--- src/rtl/seq_multiplier.sv ---
// Sequential shift-and-add unsigned multiplier: one partial product per BUSY cycle,
// WIDTH BUSY cycles per operation, result presented with a one-cycle o_valid pulse.
module seq_multiplier #(
    parameter int WIDTH = 4
) (
    input  logic                 clk,
    input  logic                 rst,
    input  logic [WIDTH-1:0]     A,
    input  logic [WIDTH-1:0]     B,
    input  logic                 i_valid,
    output logic                 ready,
    output logic [2*WIDTH-1:0]   P,
    output logic                 o_valid,
    output logic [1:0]           fsm_state
);

    // Handshake: a request transfers on a rising edge where i_valid and ready are
    // both 1; i_valid while ready is 0 is dropped, never queued. o_valid is a
    // one-cycle pulse with no backpressure.

    localparam int CW = (WIDTH < 1) ? 1 : $clog2(WIDTH + 1);
    localparam logic [CW-1:0] LAST = CW'(WIDTH - 1);

    typedef enum logic [1:0] {
        IDLE = 2'd0,
        BUSY = 2'd1,
        DONE = 2'd2
    } state_t;

    state_t               state;
    logic [WIDTH-1:0]     mcand;
    logic [WIDTH-1:0]     mplier;
    logic [2*WIDTH-1:0]   acc;
    logic [CW-1:0]        count;
    logic [2*WIDTH-1:0]   addend;
    logic [2*WIDTH-1:0]   next_acc;

    always_comb begin
        addend = '0;
        if (mplier[0]) begin
            addend = {{WIDTH{1'b0}}, mcand} << count;
        end
        next_acc = acc + addend;
    end

    assign fsm_state = state;

    always_ff @(posedge clk) begin
        if (rst) begin
            state   <= IDLE;
            ready   <= 1'b1;
            o_valid <= 1'b0;
            P       <= '0;
            acc     <= '0;
            mcand   <= '0;
            mplier  <= '0;
            count   <= '0;
        end else begin
            case (state)
                IDLE: begin
                    if (i_valid && ready) begin
                        mcand  <= A;
                        mplier <= B;
                        acc    <= '0;
                        count  <= '0;
                        ready  <= 1'b0;
                        state  <= BUSY;
                    end
                end
                BUSY: begin
                    // Fixed WIDTH iterations even when mplier runs out of ones early.
                    acc    <= next_acc;
                    mplier <= mplier >> 1;
                    count  <= count + CW'(1);
                    if (count == LAST) begin
                        P       <= next_acc;
                        o_valid <= 1'b1;
                        state   <= DONE;
                    end
                end
                DONE: begin
                    o_valid <= 1'b0;
                    ready   <= 1'b1;
                    state   <= IDLE;
                end
                default: begin
                    o_valid <= 1'b0;
                    ready   <= 1'b1;
                    state   <= IDLE;
                end
            endcase
        end
    end

endmodule

--- config.mk ---
export PLATFORM = sky130hd
export DESIGN_NAME = seq_multiplier
export DESIGN_NICKNAME = d
export VERILOG_FILES = /design/src/rtl/seq_multiplier.sv
export SDC_FILE = /design/constraint.sdc
export NUM_CORES = 1
export LEC_CHECK = 0
export ABC_AREA = 1
export CAP_MARGIN = 20
export CORE_MARGIN = 2
export CORE_UTILIZATION = 58
export DETAILED_ROUTE_END_ITERATION = 10
export GPL_TIMING_DRIVEN = 0
export PLACE_DENSITY = 0.84
export REMOVE_ABC_BUFFERS = 1
export SLEW_MARGIN = 25
export SYNTH_ARGS = -nofsm -noshare
export SYNTH_HDL_FRONTEND = slang
export SYNTH_SLANG_ARGS = --single-unit
--- constraint.sdc ---
create_clock -name clk -period 3.3 [get_ports clk]
set_clock_uncertainty 0.1 [all_clocks]
set_input_delay 0.66 -clock clk [delete_from_list [all_inputs] [get_ports clk]]
set_output_delay 0.66 -clock clk [all_outputs]
set_load 0.03 [all_outputs]
==> flow_metrics.tcl, run 1 <==
set metrics [dict create \
    synth_top_area_share_pct 36.6 \
    synth_cell_types 30 \
    cts_setup_buffers 0 \
    status "complete, no violations" \
    area_delta_synth_final_pct 16.2 \
    fmax_ghz 0.416 \
    clockBufferDepth 2 \
    yosys.area.top_type "dfxtp_1" \
    regArea_um2 621 \
    drc 0 \
    cts_resized 0 \
    wirelength_mm 3.38 \
    clock-sinks 31 \
    fp.coreArea_um2 2760 \
    cts_buffers 5 \
    wl_per_cell_um 11.8 \
    crit_path_end_kind "flip-flop" \
    first_iter_violations 62 \
    worst_slew_pin_slew_ps 883 \
    worstReg2RegEnd "P[7]" \
    cts_tree "done" \
    whs_path_depth 2 \
    yosysSeqAreaShare_pct 36.6 \
    vias 1523 \
    synth_seq_cells 31 \
    holdPathEnd "P[4]" \
    slew_violations 0 \
    worstSetupPathType "reg2reg" \
    ctsHoldBuffers 0 \
    drtAntennaViolNets 0 \
    rrSetupSlack_ps 900 \
    dieArea_um2 3370 \
    dpl.hpwl_mm 2.44 \
    nets 277 \
    diodes 0 \
    path_max_fanout 8 \
    vdd_drop_max_mv 0.390 \
    multi_input_area_um2 921 \
    cp_data_required_time_ps 3440 \
    rr_startpoint "count[0]" \
    ios 23 \
    min_path_type "reg2reg" \
    cp.arrival_ps 2540 \
    yosys_warnings 0 \
    clk_pin_slew_ps 100 \
    io_buffer_count 22 \
    synth_area_leaders "dfxtp_1 (37%), nand2_1 (14%), ha_1 (6.6%), a21oi_1 (6.2%), inv_1 (5.5%)" \
    synth_area_per_cell_um2 7.28 \
    rsz0062_at_grt "false" \
    setup_viol_count_final 0 \
    initial_utilization_pct 61.5 \
    first_global_vias 1373 \
    rows 19 \
    h-tree-depth 2 \
    rr_worst_depth 14 \
    syn_inst 233 \
    drt_pre_antenna_iters 4 \
    worstSkewPairLatency_ps 340 \
    fillers 234 \
    drv_cap 0 \
    antenna_found_initial 0 \
    gr-total-overflow 0 \
    drive_gt1_share_pct 7.00 \
    grt_pass1_wl_mm 5.81 \
    grt_max_degree 20 \
    hold_start "P[4]" \
    die_x_um 58.1 \
    syn-cell-area_um2 1700 \
    hold_slack_ps 371 \
    ctsRootBufferMaster "clkbuf_4" \
    chipHeight_um 58.1 \
    start_kind "flip-flop" \
    fin_crit_ps 2400 \
    leakage_uw 0.000878 \
    p_per_area_nw_per_um2 373 \
    place.gp.congestion 0.809 \
    hold_viol_final 0 \
    avgViaCountPerCell 5.29 \
    period_share_pct 72.8 \
    finalSetupTns_ps 0 \
    maxSlewHeadroom_pct 40.9 \
    grt_usage_pct 22.8 \
]
synth_stat cells:
library cell	number
a21o_1	2
a21oi_1	21
a31oi_1	4
buf_2	3
buf_6	1
clkbuf_1	1
clkbuf_2	1
dfxtp_1	31
fa_1	1
ha_1	9
inv_1	25
inv_2	2
inv_4	3
mux2i_1	1
nand2_1	65
nand3_1	14
nand3_2	2
nand3b_1	1
nand4_1	3
nor2_1	17
nor2_4	1
nor2_8	3
o211ai_1	1
o21a_1	1
o21ai_0	11
o21ai_2	1
o22ai_1	4
o31ai_1	1
xnor2_1	2
xor2_1	1
how the worst max path moves through the flow:
stage,cells past startpoint,slack (ps),to,startpoint
after floorplan,13,1230,P[7],count[0]
after global placement,5,690,P[6],rst
after detailed placement,5,590,P[6],rst
after CTS,14,920,P[7],count[0]
after global routing,13,650,P[7],count[0]
final,14,900,P[7],count[0]
worst max-delay path, cell delays in order (launching register included):
cell	delay, ps
dfxtp_1	480
mux2i_1	270
nor2_1	60
a31oi_1	240
o22ai_1	120
ha_1	350
nand2_1	90
nor2_1	140
nand2_1	70
nand2_1	60
nand3_1	90
nand2_1	100
nand2_1	60
nand2_1	50
inv_1	30
report_power, final:
group          internal [uW]  total [uW]  leakage, uW  switching, uW
logic                   43.9         120     0.000596           75.8
registers                390         405     0.000252           14.5
clock network           82.8         211    0.0000293            128
flip-flops by register name, summed over array words and instances, names as in the netlist:
register,flops
o_valid,1
mcand,4
acc,8
P,8
count,3
fsm_state,2
ready,1
mplier,4
cell usage in the layout, fill, tap and decap left out, types with 2 or more instances in the layout:
master	instances
nand2_1	65
dfxtp_1	31
inv_1	25
clkdlybuf4s50_1	22
a21oi_1	21
nor2_1	17
nand3_1	14
o21ai_0	11
ha_1	9
clkbuf_4	5
a31oi_1	4
o22ai_1	4
nor2_8	3
nand4_1	3
inv_4	3
nand3_2	2
inv_2	2
a21o_1	2
xnor2_1	2
clkbuf_1	2
per-layer routing:
layer	share of wire [%]	GRT usage [%]	vias to the layer above
met2	45	36.5	17
met4	1.3	7.97	0
met5	0	0	-
li1	-	-	814
met1	50	28.7	687
met3	4.0	7.37	5
through the flow:
stage | power, uW | util [%] | setup slack, ps | instances | cell area, um2
3_5_place_dp | 533 | 69.6 | 589 | 280 | 1920
5_1_grt | 771 | 71.5 | 653 | 288 | 1970
2_1_floorplan | 491 | - | 1230 | 227 | 1660
4_1_cts | 736 | 71.5 | 920 | 288 | 1970
6_report | 735 | 71.5 | 896 | 288 | 1970
3_3_place_gp | 531 | 69.6 | 688 | 280 | 1920
layout make-up:
cell class	instances	share of cell area, %
Multi-Input combinational cell	166	46.7
Sequential cell	31	31.5
Timing Repair Buffer	22	11.2
Inverter	30	6.10
Clock buffer	7	2.29
Tap cell	31	1.97
Clock inverter	1	0.254
cell families after synthesis:
logic type / after synthesis / share of synthesized area, %
simple gates: 106 / 29.2
compound gates: 46 / 15.1
buf+inv: 36 / 9.14
flops: 31 / 36.6
fa+ha+maj: 10 / 7.82
xor+xnor: 3 / 1.55
mux: 1 / 0.590
Power figures use the tool's default switching activity.
==> run 2: changes to the inputs <==
Settings changed: CORE_UTILIZATION 58 to 54, PLACE_DENSITY 0.84 to 0.79.
Clock period 3.3 ns to 2.4 ns, I/O delays scaled along.
==> flow_metrics.tcl, run 2 (synthesis gave the netlist of run 1 again) <==
set metrics [dict create \
    antenna_found_initial 0 \
    ios 23 \
    mostFrequentLayoutCells "nand2_1 (65), dfxtp_1 (29), inv_1 (25)" \
    diodes 0 \
    p_sw_share_pct 27.3 \
    leakage_uw 0.000894 \
    nets 278 \
    combinationalPowerShare_pct 15.3 \
    drive_gt1_share_pct 8.95 \
    worstSkewPairLatency_ps 330 \
    regArea_um2 626 \
    rows 20 \
    grt_max_degree 20 \
    maxSlewHeadroom_pct 43.6 \
    placed_cell_area_um2 1940 \
    critical_path.top_delay_family "simple AND/OR/NAND/NOR gates" \
    crit_path_end_kind "flip-flop" \
    h-tree-depth 2 \
    fin_util_pct 67.1 \
    wirelength_mm 3.43 \
    gr-total-overflow 0 \
    chipHeight_um 60.1 \
    final_cells 301 \
    min_path_type "reg2reg" \
    place_inst 293 \
    setup_viol_count_final 0 \
    power_uw 1120 \
    fillers 276 \
    final_common_cell "nand2_1" \
    drt_pre_antenna_iters 4 \
    crit_buf_inv 1 \
    crit_cells 13 \
    finalSetupTns_ps 0 \
    clockBufferDepth 2 \
    internal-power_uw 816 \
    critPathSlowestCell "dfxtp_4" \
    period_share_pct 94.3 \
    power.switching_uw 307 \
    hold_viol_final 0 \
    status "complete, no violations" \
    first_global_vias 1331 \
    slew_violations 0 \
    grt_usage_pct 21.2 \
    fmax_ghz 0.442 \
    vdd_drop_max_mv 0.359 \
    whs_path_depth 2 \
    dpl.hpwl_mm 2.47 \
    worstSetupPathType "reg2reg" \
    drv_cap 0 \
    reg_top3 "P: 8 flops, acc: 8 flops" \
    clk_pin_slew_ps 100 \
    slowest_delay_ps 390 \
    fp.coreArea_um2 3030 \
    wl_per_cell_um 11.4 \
    rr_worst_depth 13 \
    path_cells "mux2i_2, nor2_1, a31oi_2, nor2_1, ha_1, a21oi_1, nand2_1, a21oi_1, nand2_1, nand2_1, nand2_1, nand2_1, inv_1" \
    cts_tree "done" \
    clock-sinks 31 \
    start_kind "flip-flop" \
    cts_buffers 5 \
    cp.arrival_ps 2400 \
    fin_crit_ps 2260 \
    power_frac_clock_pct 35.0 \
    rsz0062_at_grt "false" \
    path_max_fanout 6 \
    vias 1514 \
    io_buffer_count 22 \
    ctsHoldBuffers 0 \
    cp_data_required_time_ps 2540 \
    multi_input_area_um2 931 \
    avgViaCountPerCell 5.03 \
    pwr-share-seq_pct 49.7 \
    grt_pass1_wl_mm 5.64 \
    final_area_um2 2030 \
    drtAntennaViolNets 0 \
    first_iter_violations 73 \
    initial_utilization_pct 56.0 \
    p_per_area_nw_per_um2 553 \
    area_delta_synth_final_pct 19.7 \
    die_x_um 60.1 \
    place.gp.congestion 0.842 \
    drc 0 \
    dieArea_um2 3610 \
    worst_slew_pin_slew_ps 843 \
    cpMostUsedCell "nand2_1" \
    ctsRootBufferMaster "clkbuf_4" \
]
## run 2: path summary, 6_finish.rpt
path | from | to | slack (ps)
setup / recovery | count[0] | P[7] | 140
hold / removal | P[2] | P[2] | 370
setup reg to reg | count[0] | P[7] | 140
hold reg to reg | P[2] | P[2] | 370
## run 2: worst min-delay path, cell delays in order (launching register included)
cell,delay [ps]
dfxtp_1,320
nand2_1,60
a21oi_1,50
## run 2: power groups by stage
stage / registers [uW] / logic [uW] / clock network, uW
3_3_place_gp: 568 / 163 / 0
4_1_cts: 558 / 166 / 398
6_report: 558 / 172 / 393
2_1_floorplan: 571 / 104 / 0
5_1_grt: 561 / 194 / 416
3_5_place_dp: 569 / 165 / 0
## run 2: area by class of cell
| cell class | instances | share of cell area [%] |
|---|---|---|
| inverter | 30 | 5.91 |
| clock inverter | 1 | 1.48 |
| clock buffer | 6 | 2.03 |
| sequential | 31 | 30.8 |
| tap | 44 | 2.71 |
| timing repair buffer | 23 | 11.2 |
| multi-input combinational | 166 | 45.8 |
## run 2: stage by stage
stage	setup WS (ps)	hold slack (ps)
after global routing	1.64	385
after detailed placement	-51.9	356
final	137	369
after global placement	-36.1	349
after CTS	76.5	371
after floorplan	329	333
## run 2: repair_timing
item | CTS | global route
endpoints found under the setup margin | 1 | 7
pin swaps | 0 | 1
buffers inserted | 0 | 1
resized for setup | 1 | 4
cloned | 0 | 0
## run 2: per-layer routing
layer  wire, um  GRT usage (%)  part of all wire [%]  vias to the layer above
met2       1510           34.3                    44                       25
li1           -              -                     -                      815
met1       1740           27.2                    51                      669
met3        141           4.55                   4.1                        5
met5          0              0                     0                        -
met4         37           8.57                   1.1                        0
